==> config.mk <==
export PLATFORM = sky130hd
export DESIGN_NAME = i2s_tx
export DESIGN_NICKNAME = d
export VERILOG_FILES = /design/src/rtl/i2s_tx.sv
export SDC_FILE = /design/constraint.sdc
export NUM_CORES = 1
export LEC_CHECK = 0
export BUFFER_PORTS_ARGS = -buffer_cell sky130_fd_sc_hd__buf_4
export CORE_UTILIZATION = 55
export DETAILED_ROUTE_END_ITERATION = 16
export PLACE_DENSITY = 0.76
export SLEW_MARGIN = 20
export SYNTH_ARGS = -nofsm -noshare
export SYNTH_HDL_FRONTEND = slang
export SYNTH_SLANG_ARGS = --single-unit
==> constraint.sdc <==
create_clock -name clk -period 5.1 [get_ports clk]
set_clock_uncertainty 0.1 [all_clocks]
set_input_delay 1.53 -clock clk [delete_from_list [all_inputs] [get_ports clk]]
set_output_delay 1.53 -clock clk [all_outputs]
set_load 0.1 [all_outputs]
==> src/rtl/i2s_tx.sv <==
// I2S master transmitter: one-entry stereo buffer drained one pair per 2*SLOT_W-bit frame.
// Optional I2S_TX_HOLD_LAST_EN: underrun frames repeat the last latched pair instead of zeros.
module i2s_tx #(
  parameter int DATA_W   = 24,
  parameter int SLOT_W   = 32,
  parameter int BCLK_DIV = 4
) (
  input  logic              clk,
  input  logic              reset_n,
  input  logic [DATA_W-1:0] l_data,
  input  logic [DATA_W-1:0] r_data,
  input  logic              in_valid,
  output logic              in_ready,
  output logic              bclk,
  output logic              lrclk,
  output logic              sdata,
  output logic              underrun
);
  localparam int FRAME_W = 2 * SLOT_W;
  localparam int PAD     = SLOT_W - DATA_W;
  localparam int DIV_W   = (BCLK_DIV > 2) ? $clog2(BCLK_DIV) : 1;
  localparam int P_W     = $clog2(FRAME_W);

  localparam logic [DIV_W-1:0] DIV_LAST = DIV_W'(BCLK_DIV - 1);
  localparam logic [DIV_W-1:0] DIV_HALF = DIV_W'(BCLK_DIV / 2);
  localparam logic [P_W-1:0]   P_LAST   = P_W'(FRAME_W - 1);
  localparam logic [P_W-1:0]   P_RIGHT  = P_W'(SLOT_W);

  typedef struct packed {
    logic [DATA_W-1:0] l;
    logic [DATA_W-1:0] r;
  } pair_t;

  logic [DIV_W-1:0]   div_cnt, div_nxt;
  logic [P_W-1:0]     p_cnt, p_nxt;
  logic               started, fall, frame_start;
  logic               buf_full;
  pair_t              buf_q, src;
  logic [FRAME_W-1:0] sh_q, frame_w;
`ifdef I2S_TX_HOLD_LAST_EN
  pair_t              last_q;
`endif

  assign in_ready = !buf_full;

  // period counter idles at 0 until the first fall so that fall opens frame 0
  always_comb begin
    fall        = (div_cnt == DIV_LAST);
    div_nxt     = fall ? '0 : div_cnt + DIV_W'(1);
    frame_start = fall && (!started || p_cnt == P_LAST);
    p_nxt       = p_cnt;
    if (fall && started)
      p_nxt = (p_cnt == P_LAST) ? '0 : p_cnt + P_W'(1);
  end

  always_comb begin
`ifdef I2S_TX_HOLD_LAST_EN
    src = buf_full ? buf_q : last_q;
`else
    src = buf_full ? buf_q : '0;
`endif
    frame_w = {SLOT_W'(src.l) << PAD, SLOT_W'(src.r) << PAD};
  end

  always_ff @(posedge clk or negedge reset_n) begin
    if (!reset_n) begin
      div_cnt <= '0;
      p_cnt   <= '0;
      started <= 1'b0;
      bclk    <= 1'b0;
    end else begin
      div_cnt <= div_nxt;
      bclk    <= (div_nxt >= DIV_HALF);
      p_cnt   <= p_nxt;
      if (fall) started <= 1'b1;
    end
  end

  // sdata lags the shifter by one period, giving the I2S one-bit delay for free
  always_ff @(posedge clk or negedge reset_n) begin
    if (!reset_n) begin
      lrclk <= 1'b1;
      sdata <= 1'b0;
      sh_q  <= '0;
    end else if (fall) begin
      lrclk <= (p_nxt >= P_RIGHT);
      sdata <= sh_q[FRAME_W-1];
      sh_q  <= frame_start ? frame_w : {sh_q[FRAME_W-2:0], 1'b0};
    end
  end

  // accept needs an empty buffer, so it never collides with a drain
  always_ff @(posedge clk or negedge reset_n) begin
    if (!reset_n) begin
      buf_full <= 1'b0;
      buf_q    <= '0;
      underrun <= 1'b0;
    end else begin
      underrun <= frame_start && !buf_full;
      if (frame_start) buf_full <= 1'b0;
      if (in_valid && !buf_full) begin
        buf_q    <= '{l: l_data, r: r_data};
        buf_full <= 1'b1;
      end
    end
  end

`ifdef I2S_TX_HOLD_LAST_EN
  always_ff @(posedge clk or negedge reset_n) begin
    if (!reset_n)                    last_q <= '0;
    else if (frame_start && buf_full) last_q <= buf_q;
  end
`endif

endmodule
==> summary.md <==
| Metric | Value |
|---|---|
| Global-route wire length before repair | `15.2 mm` |
| Number of CTS-inserted buffers | `17` |
| Critical path required time | `3.47 ns` |
| Capture point of the worst reg-to-reg path | `sh_q[46]` |
| Crit. path cell count | `2` |
| Die W | `94.7 um` |
| Chain of cells forming the critical path | `inv_1 > buf_4` |
| Total global routing overflow | `0` |
| Clk slew on worst S/H paths | `0.05 ns` |
| Post-route fraction of the period consumed by the critical path | `0.593` |
| Starting DRT DRC Count | `177` |
| Antenna violations before repair | `0` |
| Share of async-settable or async-resettable flops after synthesis | `1.00` |
| Vert. Die Dim | `94.7 um` |
| Instance count of the mapped netlist | `332` |
| Count of instances resized after the clock tree is built | `0` |
| Final hold violation count | `0` |
| Combined area of all synthesized cells | `0.00473 mm^2` |
| Leading cell types by total area after synthesis | `sky130_fd_sc_hd__dfrtp_1 (61%), sky130_fd_sc_hd__mux2_2 (12%), sky130_fd_sc_hd__a221o_1 (10%), sky130_fd_sc_hd__nor2b_1 (6.4%), sky130_fd_sc_hd__buf_6 (1.7%)` |
| Largest net degree at the start of global routing | `just under 60` |
| Worst path top cell family by delay | `flip-flops` |
| Highest achievable clock rate | `331 MHz` |
| Final std cells w/o fill | `503` |
| HP Class | `flip-flop to flip-flop` |
| Cell with the largest stage delay on the worst path | `sky130_fd_sc_hd__dfrtp_1` |
| Register-to-Register Path Depth | `6` |
| EDFF count, synth | `0` |
| Final setup violation count | `0` |
| Number of buffers between clock root and the deepest sink | `2` |
| Number of global-route vias before repair | `3059` |
| Average via count per standard cell | `5.90` |
| Type of destination of the critical path | `primary output` |
| Final estimated routing congestion in global placement | `0.794` |
| Initial standard-cell utilization of the core | `0.572` |
| Total number of vias | `2968` |
| Combined area of the multi-input logic cells | `0.00165 mm^2` |
| Peak supply drop | `227 uV` |
| Slew headroom | `0.249` |
| Critical Path Start Type | `flip-flop` |
| Ys Warns | `0` |
| TritonCTS clock tree | `built` |
| Number of buffers inserted by port buffering | `55` |
| Flip-flop cell with the highest count after synthesis | `sky130_fd_sc_hd__dfrtp_1` |
| Sequential cell area in the final layout | `around 0.0029 mm^2` |
| Number of unique standard cell types used by synthesis | `31` |
| Min cycle time layout | `3.02 ns` |
| Startpoint of the most critical hold path | `div_cnt[0]` |
| # clock sinks | `117` |
| Number of maximum-capacitance constraint violations | `0` |
| Portion of synthesized cell area occupied by the leading cell type | `0.614` |
| Category of the most critical setup path | `flip-flop to primary output` |
| Final core utilization | `0.701` |
| Wirelength, routed | `between 8 and 9 mm` |
| Placed cell count | `473` |
| Worst slack on hold paths | `0.362 ns` |
| Die footprint | `0.00897 mm^2` |
| Critical Path Fanout Max | `7` |
| Flip-flop and latch count after synthesis | `117` |
| Number of I/O pins | `56` |
| Nets@finish | `440` |
| Result of the run | `finished clean` |
| Post-DRT Antenna Nets | `0` |
| Peak per-stage delay on the critical path | `about 0.48 ns` |
| Leakage component of the power | `2.67 nW` |
| Areal power density over the cells | `423 mW/mm^2` |
| Hold-critical path depth | `1` |
| Growth of design area from synthesis to finish | `22.4%` |
| Avg Inst Size Synth | `14.2 um^2` |
| Hold Buf Count CTS | `0` |
| Net Count, Synth | `385` |
| Routed length per instance | `approximately 18 um` |
| Transition at the pin with the smallest max-transition slack | `1.13 ns` |
| Worst reg-to-reg setup slack | `2.40 ns` |
| Crit Reg-Reg Startpoint | `div_cnt[0]` |
| HPWL after DPL | `5.10 mm` |
| Total of fill cells in the finished design | `580` |
| Detailed-route DRC error count | `0` |
| Placeable Area | `0.00826 mm^2` |
| Max-slew violation count | `0` |
| Clock latency on the worst-skew pair | `0.51 ns` |
| Buffer count from post-CTS setup fixing | `0` |
| Post-layout power | `around 2.4 mW` |
| Biggest area consumer among synthesized cells | `sky130_fd_sc_hd__dfrtp_1` |
| Floorplan row count | `33` |
| Min-Delay Endpoint | `div_cnt[0]` |
| Setup repair after global routing missed its margin | `false` |
| Fraction of final layout cells sized beyond drive strength 1 | `0.364` |
| Combined buffer and inverter count along the critical path | `2` |
| All-Layer GR Usage | `0.229` |
| Final TNS setup | `0 ns` |
| Most frequent cell after synthesis | `sky130_fd_sc_hd__dfrtp_1` |
| Number of H-tree levels | `4` |
| Router iterations before antenna repair | `5` |
| Count of antenna diodes in the layout | `0` |
| Worst EP arrival | `1.39 ns` |
| CTS Root Buffer Type | `sky130_fd_sc_hd__clkbuf_8` |
| Portion of the post-synthesis area used by sequential elements | `0.620` |
| Most used standard cells in the synthesized netlist | `sky130_fd_sc_hd__dfrtp_1 (116), sky130_fd_sc_hd__mux2_2 (51), sky130_fd_sc_hd__nor2b_1 (48)` |
## layout make-up
| type | count | share of cell area |
|---|---|---|
| Multi-Input combinational cell | 187 | 0.285 |
| Timing Repair Buffer | 60 | 0.0778 |
| Inverter | 4 | 0.00259 |
| Clock inverter | 9 | 0.0262 |
| Tap cell | 105 | 0.0227 |
| Sequential cell | 117 | 0.506 |
| Clock buffer | 21 | 0.0793 |
## kinds of logic (layout without fill, tap and decap cells)
group | after synthesis | after routing | synth area share
flip-flops | 117 | 117 | 0.620
AND/OR/NAND/NOR | 67 | 67 | 0.0842
AO/OA/AOI/OAI | 65 | 65 | 0.129
multiplexers | 51 | 51 | 0.121
buffers and inverters | 28 | 94 | 0.0365
adder cells (fa/ha/maj) | 2 | 2 | 0.00529
XOR/XNOR | 2 | 2 | 0.00371
## worst register-to-register path, cell delays in order (launching register included)
cell                      delay (ns)
sky130_fd_sc_hd__dfrtp_1        0.36
sky130_fd_sc_hd__ha_2           0.16
sky130_fd_sc_hd__buf_4          0.47
sky130_fd_sc_hd__nand2_1        0.31
sky130_fd_sc_hd__a31oi_4        0.48
sky130_fd_sc_hd__buf_4          0.49
sky130_fd_sc_hd__a221o_1        0.26
## power by group
part	internal [mW]	switching [mW]	leakage [nW]
combinational	0.100	0.0590	0.925
clock	0.824	0.396	0.300
sequential	1.02	0.0489	1.45
total	1.94	0.504	2.67
## layer usage
metal / track usage / part of all wire / vias up
met3: 0.0660 / 0.039 / 9
met5: 0 / 0 / -
met1: 0.310 / 0.46 / 1538
li1: - / - / 1348
met4: 0.0947 / 0.011 / 0
met2: 0.348 / 0.49 / 73
## cell usage in the layout (no fill, tap or decap), types with 2 or more instances in the layout
cell                        Yosys  final
sky130_fd_sc_hd__a31oi_1        3      2
sky130_fd_sc_hd__clkbuf_16      0     16
sky130_fd_sc_hd__clkinv_2       0      3
sky130_fd_sc_hd__nor2b_1       48     47
sky130_fd_sc_hd__nand2_1        5      5
sky130_fd_sc_hd__xnor2_1        2      2
sky130_fd_sc_hd__clkbuf_8       0      4
sky130_fd_sc_hd__dfrtp_1      116    116
sky130_fd_sc_hd__nor2_1         4      4
sky130_fd_sc_hd__bufinv_16      0      4
sky130_fd_sc_hd__a22o_1         8      8
sky130_fd_sc_hd__o21ai_0        2      2
sky130_fd_sc_hd__nand4_1        2      2
sky130_fd_sc_hd__nand3_1        2      2
sky130_fd_sc_hd__inv_1          4      4
sky130_fd_sc_hd__mux2_2        51     51
sky130_fd_sc_hd__a221o_1       47     47
sky130_fd_sc_hd__buf_4          2     60
## metrics by stage
stage	setup WS, ns	instance area [um^2]
after floorplan	2.41	4730
after global placement	1.80	5180
after detailed placement	1.74	5180
after CTS	2.05	5790
after global routing	1.99	5790
final	2.08	5790
## flip-flops by register name, summed over array words and instances, names as in the netlist
| name | flops |
|---|---|
| sdata | 1 |
| buf_full | 1 |
| buf_q | 48 |
| started | 1 |
| sh_q | 56 |
| underrun | 1 |
| p_cnt | 6 |
| lrclk | 1 |
| div_cnt | 1 |
| bclk | 1 |
## how the worst max path moves through the flow
stage          startpoint   endpoint  slack [ns]
5_1_grt          buf_full   in_ready        1.99
2_1_floorplan    in_valid   buf_q[0]        2.41
6_report         buf_full   in_ready        2.08
3_5_place_dp     in_valid   buf_q[4]        1.74
4_1_cts          buf_full   in_ready        2.05
3_3_place_gp     in_valid  buf_q[10]        1.80
(Power assumes the default switching activity.)
